===== config.mk =====
export PLATFORM = sky130hd
export DESIGN_NAME = aurora_tx_stream_ctrl
export DESIGN_NICKNAME = d
export VERILOG_FILES = /design/src/rtl/aurora_tx_stream_ctrl.sv
export SDC_FILE = /design/constraint.sdc
export NUM_CORES = 1
export LEC_CHECK = 0
export ABC_AREA = 1
export CORE_MARGIN = 3
export CORE_UTILIZATION = 48
export DETAILED_ROUTE_END_ITERATION = 7
export PLACE_DENSITY_LB_ADDON = 0.12
export SLEW_MARGIN = 20
export SYNTH_ARGS = -nofsm -noshare
export SYNTH_HDL_FRONTEND = slang
export SYNTH_SLANG_ARGS = --single-unit
export TNS_END_PERCENT = 20

===== constraint.sdc =====
create_clock -name clk -period 5.01 [get_ports clk]
set_input_delay 1.503 -clock clk [delete_from_list [all_inputs] [get_ports clk]]
set_output_delay 1.503 -clock clk [all_outputs]
set_load 0.05 [all_outputs]

===== src/rtl/aurora_tx_stream_ctrl.sv =====
// Streams words from a standard-read FIFO onto the Aurora LocalLink TX interface.
// Optional beat counter enabled by defining AURORA_TX_WORD_COUNT_EN.
module aurora_tx_stream_ctrl #(
  parameter int WIDTH          = 32,
  parameter int HOLDOFF_CYCLES = 16
) (
  input  logic             clk,
  input  logic             rst,
  input  logic             link_active,
  input  logic [WIDTH-1:0] fifo_data_i,
  input  logic             fifo_empty_i,
  output logic             fifo_read_o,
  output logic [WIDTH-1:0] tx_d,
  output logic             tx_src_rdy_n,
  input  logic             tx_dst_rdy_n,
  output logic [31:0]      word_count
);

  typedef enum logic [1:0] {S_DOWN, S_HOLDOFF, S_RUN} state_t;

  localparam logic [7:0] HOLD_LAST = 8'(HOLDOFF_CYCLES - 1);

  state_t           state;
  logic [7:0]       hold_cnt;
  logic [1:0]       count;
  logic             rd_pending;
  logic [WIDTH-1:0] tail_q;

  logic             accepted;
  logic [2:0]       occ_after;
  logic [WIDTH-1:0] nxt_head;
  logic [WIDTH-1:0] nxt_tail;
  logic [1:0]       nxt_count;

  assign accepted  = ~tx_src_rdy_n & ~tx_dst_rdy_n;
  // Occupancy once this cycle's beat leaves and the in-flight word lands.
  assign occ_after = {1'b0, count} + {2'b00, rd_pending} - {2'b00, accepted};

  assign fifo_read_o = (state == S_RUN) & link_active & ~fifo_empty_i & (occ_after < 3'd2);

  // tx_d is the buffer head; tail_q holds the second entry.
  // NOTE: always_comb uses blocking assignments with a default for every signal first,
  // so later statements see earlier results and no latch can be inferred.
  always_comb begin
    nxt_head  = tx_d;
    nxt_tail  = tail_q;
    nxt_count = count;
    if (accepted) begin
      nxt_head  = tail_q;
      nxt_count = count - 2'd1;
    end
    if (rd_pending) begin
      if (nxt_count == 2'd0) nxt_head = fifo_data_i;
      else                   nxt_tail = fifo_data_i;
      nxt_count = nxt_count + 2'd1;
    end
  end

  // NOTE: sequential state uses non-blocking assignments so every register samples
  // the pre-edge values, independent of statement order.
  always_ff @(posedge clk) begin
    if (rst) begin
      state        <= S_DOWN;
      hold_cnt     <= 8'd0;
      count        <= 2'd0;
      rd_pending   <= 1'b0;
      tx_src_rdy_n <= 1'b1;
      tx_d         <= '0;
    end else begin
      case (state)
        S_DOWN: begin
          hold_cnt <= 8'd0;
          if (link_active) state <= S_HOLDOFF;
        end
        S_HOLDOFF: begin
          if (hold_cnt == HOLD_LAST) state <= S_RUN;
          else                       hold_cnt <= hold_cnt + 8'd1;
        end
        S_RUN:   state <= S_RUN;
        default: state <= S_DOWN;
      endcase

      if (!link_active) begin
        // Flush: buffered and in-flight words are dropped, not re-read.
        state        <= S_DOWN;
        count        <= 2'd0;
        rd_pending   <= 1'b0;
        tx_src_rdy_n <= 1'b1;
      end else begin
        count        <= nxt_count;
        rd_pending   <= fifo_read_o;
        tx_d         <= nxt_head;
        tx_src_rdy_n <= ~((state == S_RUN) && (nxt_count != 2'd0));
      end
    end
  end

  // NOTE: the tail entry is data storage qualified by count, so it carries no reset.
  always_ff @(posedge clk) begin
    tail_q <= nxt_tail;
  end

`ifdef AURORA_TX_WORD_COUNT_EN
  logic [31:0] word_count_q;

  always_ff @(posedge clk) begin
    if (rst)           word_count_q <= 32'd0;
    else if (accepted) word_count_q <= word_count_q + 32'd1;
  end

  assign word_count = word_count_q;
`else
  assign word_count = 32'd0;
`endif

endmodule


### After elaboration in Yosys (flattened, before gate mapping)

Index checks and enable logic that the tools add are counted.

* $add $sub $neg: 5
* $lt $le $gt $ge: 1
* equal/unequal tests: 5
* multiplexer cells: 9
* bitwise logic cells: 10
* reduce and logical (&&, ||, !) cells: 8

Operator list (number)
* 32-bit 2-to-1 mux: 3
* 8-bit case mux with 2 select lines: 1
* 8-bit by 1-bit adder with 8-bit output (second input constant): 1
* 8-bit by 4-bit == test with 1-bit output (second input constant): 1
* 8-bit 2-to-1 mux: 1
* 2-bit 2-to-1 mux: 3
* 1-bit NOT: 6
* 2-bit case mux with 3 select lines: 1
* 1-bit AND: 4
* 2-bit zero test: 2
* 2-bit != test (second input constant): 2
* 2-bit AND reduction: 2
* 2-bit nonzero test: 2
* 2-bit by 1-bit adder with 3-bit output: 1
* 3-bit by 2-bit < comparator with 1-bit output (second input constant): 1
* 3-bit by 1-bit subtractor with 3-bit output: 1
* 2-bit by 1-bit adder with 2-bit output (second input constant): 1
* 2-bit by 1-bit == test with 1-bit output (second input constant): 1
* 2-bit == test (second input constant): 1
* 2-bit OR reduction: 1
* 2-bit by 1-bit subtractor with 2-bit output (second input constant): 1
* 1-bit logical AND: 1

* register bits after elaboration: 78
* input bits: 37
* word-level logic and storage cells: 45

### Longest topological paths before layout

Gate-level depths: netlist (run 1).

* word-level depth: 8
* gate-level depth with buffers: 13
* mapped depth without buffers: 11

### Worst setup path before layout (run 1)

No wires, ideal clock.

* path type: input port to output port
* start point: input tx_dst_rdy_n
* end point: output fifo_read_o
* data arrival time: 3.441 ns
* setup slack: 0.066 ns
* stages: 6
* buffers on the path: 0
* cells stage by stage: nor2_1 ha_1 or2_2 fa_1 nand4_1 nor2_1

* longest elaborated chain between the ends: 5

RTL lines
* start, declared: line 15 `input logic tx_dst_rdy_n,`
* 1-bit NOT: line 35 `assign accepted = ~tx_src_rdy_n & ~tx_dst_rdy_n;`
* 1-bit AND: line 35
* 3-bit by 1-bit subtractor with 3-bit output: line 37 `assign occ_after = {1'b0, count} + {2'b00, rd_pending} - {2'b00, accepted};`
* 3-bit by 2-bit < comparator with 1-bit output: line 39 `assign fifo_read_o = (state == S_RUN) & link_active & ~fifo_empty_i & (occ_after < 3'd2);`
* 1-bit AND: line 39
* end, declared: line 12 `output logic fifo_read_o,`

No other way between the ends.

### Worst setup path in the final report (run 1)

Same ends and word-level chain as after synthesis.

==> results of run 1 <==
## metal layers
metal  track usage  vias to the layer above  part of all wire
met5             0                        -                 0
met4        0.0830                        0             0.014
met3        0.0288                       12             0.064
met2         0.321                       97              0.51
met1         0.232                     1379              0.41
li1              -                     1531                 -
## power breakdown
part	leakage [nW]	internal [mW]	switching, mW
Combinational	1.04	0.0363	0.0906
Clock	0.0941	0.229	0.225
Sequential	0.658	0.662	0.00187
Total	1.80	0.926	0.318
## worst reg2reg max path, stage by stage (launching register included)
cell	delay [ns]
dfxtp_1	0.33
nor2_2	0.14
buf_4	0.13
nand2_1	0.05
nand2_1	0.07
and2_1	0.12
ha_1	0.16
buf_4	0.27
nand2_4	0.28
nand2_2	0.62
nand2_2	0.52
o21ai_0	0.38
nor2_1	0.06
## timing repair
action / in CTS / in global routing
gates resized for setup: 3 / 0
endpoints found under the setup margin: 1 / 0
buffers inserted: 1 / 0
## worst min-delay path by stage
| stage | to | slack (ns) | depth (start not counted) |
|---|---|---|---|
| floorplan | hold_cnt[4] | 0.44 | 2 |
| global placement | hold_cnt[4] | 0.45 | 2 |
| detailed placement | hold_cnt[4] | 0.46 | 2 |
| CTS | hold_cnt[4] | 0.47 | 2 |
| global route | hold_cnt[4] | 0.50 | 2 |
| finish | hold_cnt[4] | 0.47 | 2 |
## final cells by class
class                   instances  share of cell area
repair buffers                 78               0.170
flip-flops and latches         78               0.415
clock buffers                  10              0.0282
clock inverters                 6              0.0132
well taps                      99              0.0273
multi-input cells             322               0.331
inverters                      18              0.0149
## cells in the mapped netlist
cell | number | area [um2]
clkbuf_1 | 6 | 22.5
nand2_1 | 98 | 368
or2_2 | 2 | 12.5
o21ai_0 | 29 | 145
conb_1 | 1 | 3.75
edfxtp_1 | 32 | 961
dfxtp_1 | 46 | 921
buf_2 | 18 | 90.1
nand3_1 | 47 | 235
buf_6 | 1 | 11.3
fa_1 | 1 | 20.0
inv_1 | 17 | 63.8
nand2_2 | 2 | 12.5
and2_1 | 1 | 6.26
o21bai_4 | 1 | 18.8
ha_1 | 6 | 75.1
o21a_1 | 1 | 7.51
o21ai_1 | 4 | 20.0
o21bai_1 | 1 | 7.51
nor3_1 | 2 | 10.0
xor2_1 | 1 | 8.76
nand4_1 | 1 | 6.26
nand3b_1 | 2 | 15.0
nand2_4 | 1 | 11.3
inv_2 | 1 | 3.75
buf_4 | 33 | 248
nor2_1 | 48 | 180
a21oi_1 | 42 | 210
## flip-flops by register name, indices dropped and copies added (netlist names)
signal	cells
hold_cnt	8
rd_pending	1
tail_q	32
tx_d	32
tx_src_rdy_n	1
count	2
state	2
## logic make-up (layout without fill, tap and decap cells)
logic type	Yosys count	in the layout	share of synthesized area
and+or+nand+nor	204	204	0.232
adders and majority gates	7	7	0.0257
other	1	32	0.00101
buffers and inverters	76	112	0.119
xor gates and xnor gates	1	1	0.00237
AOI/OAI and AO/OA	78	78	0.111
DFF	78	78	0.509
## layout by cell type (no fill, tap or decap), drive strengths merged
| master | count |
|---|---|
| clkdlybuf4s50 | 68 |
| bufinv | 1 |
| buf | 9 |
| nand3b | 2 |
| nand4 | 1 |
| o21bai | 2 |
| dfxtp | 46 |
| dlygate4sd2 | 1 |
| nor3 | 2 |
| and2 | 1 |
| clkinv | 3 |
| or2 | 2 |
| a21oi | 42 |
| nand3 | 47 |
| clkinvlp | 1 |
| inv | 19 |
| o21ai | 33 |
| fa | 1 |
| ha | 6 |
| clkbuf | 10 |
| o21a | 1 |
| edfxtp | 32 |
| nor2 | 48 |
| conb | 32 |
| nand2 | 101 |
| xor2 | 1 |
## per-stage QoR
| stage | power, mW | instances |
|---|---|---|
| after floorplan | 0.783 | 476 |
| after global placement | 0.804 | 594 |
| after detailed placement | 0.805 | 594 |
| after CTS | 1.25 | 611 |
| after global routing | 1.30 | 611 |
| final | 1.24 | 611 |
==> impl_metrics.tcl, run 1 <==
set metrics [dict create \
    start_util 0.501 \
    crit_type "input port to output port" \
    synthCells 445 \
    worst_path_max_delay_cell "fa_1" \
    synth_seq_area_share 0.509 \
    crit_required_ns 3.51 \
    fill_cells 689 \
    endpoint_kind "output port" \
    overflow 0 \
    cts_buffer_depth 2 \
    grt_pass1_vias 2698 \
    layout-drive-gt1-share 0.0645 \
    dp_hpwl_mm 5.23 \
    grt_pass1_wl_mm 12.9 \
    hold_start "hold_cnt[4]" \
    setup.worst_path.end "fifo_read_o" \
    rr_worst_depth 12 \
    antenna_found_initial 0 \
    numCtsBuffers 9 \
    place_area_um2 4330 \
    tightest_slew_ns 0.690 \
    area_growth_pct 22.7 \
    synthDistinctLibCells 28 \
    vias 3019 \
    power_density_nw_per_um2 274 \
    p_leak_nw 1.80 \
    worst-path-stages 8 \
    worstPathCellList "dlygate4sd2_1, nor2_2, ha_1, or2_2, fa_1, nand4_1, nor2_2, buf_12" \
    port_buffers 70 \
    finalHoldViolCount 0 \
    fin_skew_ns 0.0132 \
    drt_iter0_markers 111 \
    slew_headroom 0.538 \
    drc 0 \
    seq_area_um2 1880 \
    path_clk_slew_ns 0.08 \
    fmax_ghz 0.207 \
    cp.buffers_inverters 2 \
    slew_violations 0 \
    syn_area_um2 3690 \
    die_w_um 93.7 \
    path_common_cell "nor2_2" \
    rrSetupSlack_ns 1.77 \
    critPathMaxStageDelay_ns 0.48 \
    holdWs_ns 0.465 \
    hold_buffers 0 \
    routedWlPerCell_um 13.1 \
    clock_latency_ns 0.35 \
    boundaryPins 103 \
    cp-start-kind "input port" \
    finalCritPeriodShare 0.965 \
    core_area_um2 7370 \
    rsz0062_at_grt "false" \
    cts_tree "built" \
    yosysWarnings 0 \
    status "finished, final reports clean" \
    crit_fanout 2 \
    layout_setup_ws_ns 0.176 \
    rows 31 \
    grt_max_degree 36 \
    r2r-start "tx_src_rdy_n" \
    dp_slack_ns -0.120 \
    first_pass_iters 4 \
    grt_use_total 0.187 \
    final_core_util 0.615 \
    ir_worst_vdd_mv 0.148 \
    n_antenna_cell 0 \
    finalNetCount 551 \
    die_height_um 93.7 \
    avgSynthCellArea_um2 8.30 \
    min_period_ns 4.83 \
    hold_class "flip-flop to flip-flop" \
    cp-startpoint "tx_dst_rdy_n" \
    htreeDepth 3 \
    fin_setup_tns_ns 0 \
    multi_input_area_um2 1500 \
    viasPerCell 4.94 \
    critPathTopFamily "adder cells" \
    routed_wl_mm 8.00 \
    gp_congestion 0.819 \
    final_antenna_net_count 0 \
    synth_seq_cells 78 \
    finalSetupViolations 0 \
    design_area_um2 4530 \
    cap_violations 0 \
    r2r-end "tx_d[21]" \
    dieArea_um2 8790 \
    clock-root-buffer "clkbuf_8" \
    cp.arrival_ns 3.33 \
    clock_sinks 78 \
]
Note: power is estimated with default switching activity, not from simulation.
==> run 2: changes to the inputs <==
--- a/config.mk
+++ b/config.mk
@@ -7,9 +7,11 @@
 export LEC_CHECK = 0
 export ABC_AREA = 1
 export CORE_MARGIN = 3
-export CORE_UTILIZATION = 48
+export CORE_UTILIZATION = 50
 export DETAILED_ROUTE_END_ITERATION = 7
+export DONT_BUFFER_PORTS = 1
 export PLACE_DENSITY_LB_ADDON = 0.12
+export SKIP_CTS_REPAIR_TIMING = 1
 export SLEW_MARGIN = 20
 export SYNTH_ARGS = -nofsm -noshare
 export SYNTH_HDL_FRONTEND = slang
==> run 2 against run 1 <==
  * Highest routed layer unchanged
  * Routed wire length fell by 3.6%
  * Largest power group unchanged
  * Hold slack improved by 0.011 ns
  * Global-route usage rose by 0.13 points
  * Maximum frequency rose by 4.1%
  * Setup slack improved by 0.19 ns
  * Count of clock-buffer cells in the layout did not move
  * Critical path depth fell by 1
  * Clock power rose by 12%
  * Power rose by 1.2%
  * Register-to-register slack improved by 0.07 ns
  * Critical path type unchanged
==> impl_metrics.tcl, run 2 (synthesis results as in run 1) <==
set metrics [dict create \
    finalHoldViolCount 0 \
    die_w_um 92.0 \
    clock_latency_ns 0.35 \
    grt_pass1_wl_mm 12.5 \
    numCtsBuffers 9 \
    ir_worst_vdd_mv 0.148 \
    die_height_um 92.0 \
    finalNetCount 476 \
    min_period_ns 4.64 \
    cts_buffer_depth 2 \
    dp_hpwl_mm 5.03 \
    rrSetupSlack_ns 1.84 \
    clock_sinks 78 \
    final_antenna_net_count 0 \
    reg_top3 "tail_q (32), tx_d (32), hold_cnt (8)" \
    rr_worst_depth 10 \
    clock-root-buffer "clkbuf_8" \
    p_leak_nw 1.52 \
    rsz0062_at_grt "false" \
    slew_violations 0 \
    grt_pass1_vias 2499 \
    drt_iter0_markers 104 \
    start_util 0.529 \
    boundaryPins 103 \
    slew_headroom 0.398 \
    n_antenna_cell 0 \
    crit_required_ns 3.51 \
    drc 0 \
    vias 2670 \
    gp_congestion 0.865 \
    r2r-start "tx_src_rdy_n" \
    final_core_util 0.545 \
    cp.arrival_ns 3.14 \
    layout-drive-gt1-share 0.0595 \
    cp-start-kind "input port" \
    fin_setup_tns_ns 0 \
    min_path_cells 2 \
    status "finished, final reports clean" \
    overflow 0 \
    finalCritPeriodShare 0.927 \
    path_clk_slew_ns 0.07 \
    grt_use_total 0.188 \
    layout_common_cells "nand2_1, nor2_1, nand3_1" \
    hold_class "flip-flop to flip-flop" \
    grt_max_degree 37 \
    power_density_nw_per_um2 331 \
    hold_path_end "hold_cnt[4]" \
    endpoint_kind "output port" \
    power_mw 1.26 \
    cts_tree "built" \
    rows 30 \
    first_pass_iters 4 \
    routed_wl_mm 7.71 \
    dieArea_um2 8460 \
    finalSetupViolations 0 \
    r2r-end "tx_d[15]" \
    crit_fanout 3 \
    viasPerCell 5.01 \
    hold_start "hold_cnt[4]" \
    crit_type "input port to output port" \
    core_area_um2 6980 \
    fmax_ghz 0.215 \
    antenna_found_initial 0 \
    area_growth_pct 2.95 \
    htreeDepth 3 \
    fin_skew_ns 0.00770 \
    tightest_slew_ns 0.903 \
    layout.cells.most_common "nand2_1" \
    cap_violations 0 \
    routedWlPerCell_um 14.5 \
    port_buffers 0 \
]
## run 2: worst max-delay path, cell delays in order
cell	delay, ns
nor2_1	0.16
ha_1	0.26
or2_2	0.30
fa_1	0.48
nand4_1	0.11
nor2_1	0.12
buf_4	0.20
## run 2: power breakdown
| part | switching (mW) | internal (mW) |
|---|---|---|
| registers | 0.00389 | 0.662 |
| logic | 0.0742 | 0.00991 |
| clock network | 0.229 | 0.280 |
| total | 0.308 | 0.951 |
## run 2: stage by stage
step	cells	hold WS [ns]	setup WS, ns	cell area (um2)
after floorplan	476	0.438	0.0665	3810
after global placement	517	0.453	0.393	3590
after CTS	533	0.474	0.350	3800
after detailed placement	517	0.462	0.361	3590
final	533	0.477	0.368	3800
after global routing	533	0.509	0.267	3800
## run 2: cell type report
type	count	area (um2)
Sequential cell	78	1880
Fill cell	681	3180
Timing Repair Buffer	3	22.5
Clock inverter	6	86.3
Tap cell	96	120
Clock buffer	10	128
Inverter	18	67.6
Multi-Input combinational cell	322	1500
## run 2: layer usage
layer  up-vias  GRT usage  wire [um]
li1       1381          -          -
met1      1194      0.225       3290
met2        85      0.318       3700
met3        10     0.0640        609
met4         0     0.0644        113
met5         -          0          0
## run 2: worst max path at each step
stage	cells past startpoint	to	slack, ns	from
4_1_cts	7	fifo_read_o	0.35	tx_dst_rdy_n
3_5_place_dp	7	fifo_read_o	0.36	tx_dst_rdy_n
6_report	7	fifo_read_o	0.37	tx_dst_rdy_n
3_3_place_gp	7	fifo_read_o	0.39	tx_dst_rdy_n
2_1_floorplan	6	fifo_read_o	0.07	tx_dst_rdy_n
5_1_grt	7	fifo_read_o	0.27	tx_dst_rdy_n
==> run 3: changes to the inputs <==
--- a/config.mk
+++ b/config.mk
@@ -6,13 +6,13 @@
 export NUM_CORES = 1
 export LEC_CHECK = 0
 export ABC_AREA = 1
-export CORE_MARGIN = 3
+export CAP_MARGIN = 0
+export CORE_MARGIN = 2
 export CORE_UTILIZATION = 50
 export DETAILED_ROUTE_END_ITERATION = 7
 export DONT_BUFFER_PORTS = 1
 export PLACE_DENSITY_LB_ADDON = 0.12
 export SKIP_CTS_REPAIR_TIMING = 1
-export SLEW_MARGIN = 20
 export SYNTH_ARGS = -nofsm -noshare
 export SYNTH_HDL_FRONTEND = slang
 export SYNTH_SLANG_ARGS = --single-unit
==> run 3 against run 2 <==
  * Sequential power hardly changed
  * Clock skew increased by 0.0030 ns
  * Utilization shrank 2.1 points
  * Largest cell class unchanged
  * Largest power group unchanged
==> impl_metrics.tcl, run 3 (synthesis results as in run 1) <==
set metrics [dict create \
    status "finished, final reports clean" \
    cts_tree "built" \
    busiest_layer "met2" \
    slew_headroom 0.378 \
    boundaryPins 103 \
    start_util 0.512 \
    grt_max_degree 37 \
    fin_skew_ns 0.0107 \
    final-instance-count-excl-fill 536 \
    layout-drive-gt1-share 0.0595 \
    rows 31 \
    numCtsBuffers 9 \
    fill_cells 715 \
    area_growth_pct 2.34 \
    htreeDepth 3 \
    grt_use_met2 0.331 \
    final_core_util 0.524 \
    multi_input_area_um2 1500 \
    min_period_ns 4.67 \
    r2r-start "tx_src_rdy_n" \
    rsz0062_at_grt "false" \
    hold_start "hold_cnt[4]" \
    p_leak_nw 1.51 \
    power_density_nw_per_um2 316 \
    drt_iter0_markers 159 \
    dp_slack_ns 0.353 \
    clock-root-buffer "clkbuf_8" \
    crit_type "input port to output port" \
    cp.arrival_ns 3.16 \
    ir_worst_vdd_mv 0.132 \
    path_clk_slew_ns 0.08 \
    cap_violations 0 \
    critPathMaxStageDelay_ns 0.49 \
    finalSetupViolations 0 \
    reg_top3 "tail_q (32), tx_d (32), hold_cnt (8)" \
    die_w_um 90.0 \
    layout.cells.most_common "nand2_1" \
    drc 0 \
    fmax_ghz 0.214 \
    use_met1 0.242 \
    slew_violations 0 \
    port_buffers 0 \
    clock_latency_ns 0.34 \
    grt_pass1_vias 2572 \
    clock_sinks 78 \
    design_area_um2 3780 \
    vias 2709 \
    finalHoldViolCount 0 \
    place_inst 520 \
    grt_use_total 0.197 \
    dp_hpwl_mm 4.85 \
    tightest_slew_ns 0.931 \
    crit_required_ns 3.51 \
    worstPathCellList "nor2_1, ha_1, or2_2, fa_1, nand4_1, nor2_1, buf_4" \
    antenna_found_initial 0 \
    overflow 0 \
    grt_pass1_wl_mm 12.7 \
    first_pass_iters 4 \
    finalCritPeriodShare 0.932 \
    layout_setup_ws_ns 0.343 \
    endpoint_kind "output port" \
    core_area_um2 7210 \
    crit_fanout 3 \
    grtUsageMet3 0.0553 \
    viasPerCell 5.05 \
    n_antenna_cell 0 \
    path_common_cell "nor2_1" \
    worst_path_max_delay_cell "fa_1" \
    hold_class "flip-flop to flip-flop" \
    place_area_um2 3590 \
    routed_wl_mm 7.69 \
    final_antenna_net_count 0 \
    dieArea_um2 8090 \
    cts_buffer_depth 2 \
    routedWlPerCell_um 14.3 \
    gp_congestion 0.847 \
    finalNetCount 476 \
    fin_setup_tns_ns 0 \
    seq_area_um2 1880 \
    cp-start-kind "input port" \
    die_height_um 90.0 \
    layout_common_cells "nand2_1, nor2_1, nand3_1" \
    cp-startpoint "tx_dst_rdy_n" \
]
[run 3: changes by cell type in the layout (fill, tap and decap cells not counted), sizes merged]
| cell | delta |
|---|---|
| bufinv | -2 |
| clkbuf | +3 |
| clkinvlp | -1 |
[run 3: critical path, delay by kind of cell]
family                   cells  cell delay, ns
adder cells (fa/ha/maj)      2            0.75
AND/OR/NAND/NOR              4            0.71
buffers and inverters        1            0.21
[run 3: report_power, final]
group          internal [mW]  switching, mW  leakage, nW
Combinational        0.00990         0.0743        0.757
Clock                  0.220          0.224       0.0994
Sequential             0.662        0.00377        0.658
Total                  0.892          0.302         1.51
[run 3: stage by stage]
step	total power [mW]	hold slack, ns
finish	1.19	0.476
global route	1.24	0.501
CTS	1.20	0.474
detailed placement	0.764	0.462
global placement	0.764	0.456
floorplan	0.783	0.438
[run 3: metal layers]
metal  vias up  routed length [um]
met2        99                3720
met1      1218                3290
met3        12                 559
met5         -                   0
met4         0                 123
li1       1380                   -
[run 3: cell type report]
type                    count  share of cell area
flip-flops and latches     78               0.498
multi-input cells         322               0.396
clock buffers              13              0.0447
well taps                  99              0.0328
inverters                  18              0.0179
repair buffers              3             0.00596
clock inverters             3             0.00496
[run 3: worst paths after layout]
check | end | slack, ns | cells past startpoint
worst max-delay path | fifo_read_o | 0.34 | 7
worst min-delay path | hold_cnt[4] | 0.48 | 2
worst min register to register | hold_cnt[4] | 0.48 | 2
worst max register to register | tx_d[28] | 1.81 | 9
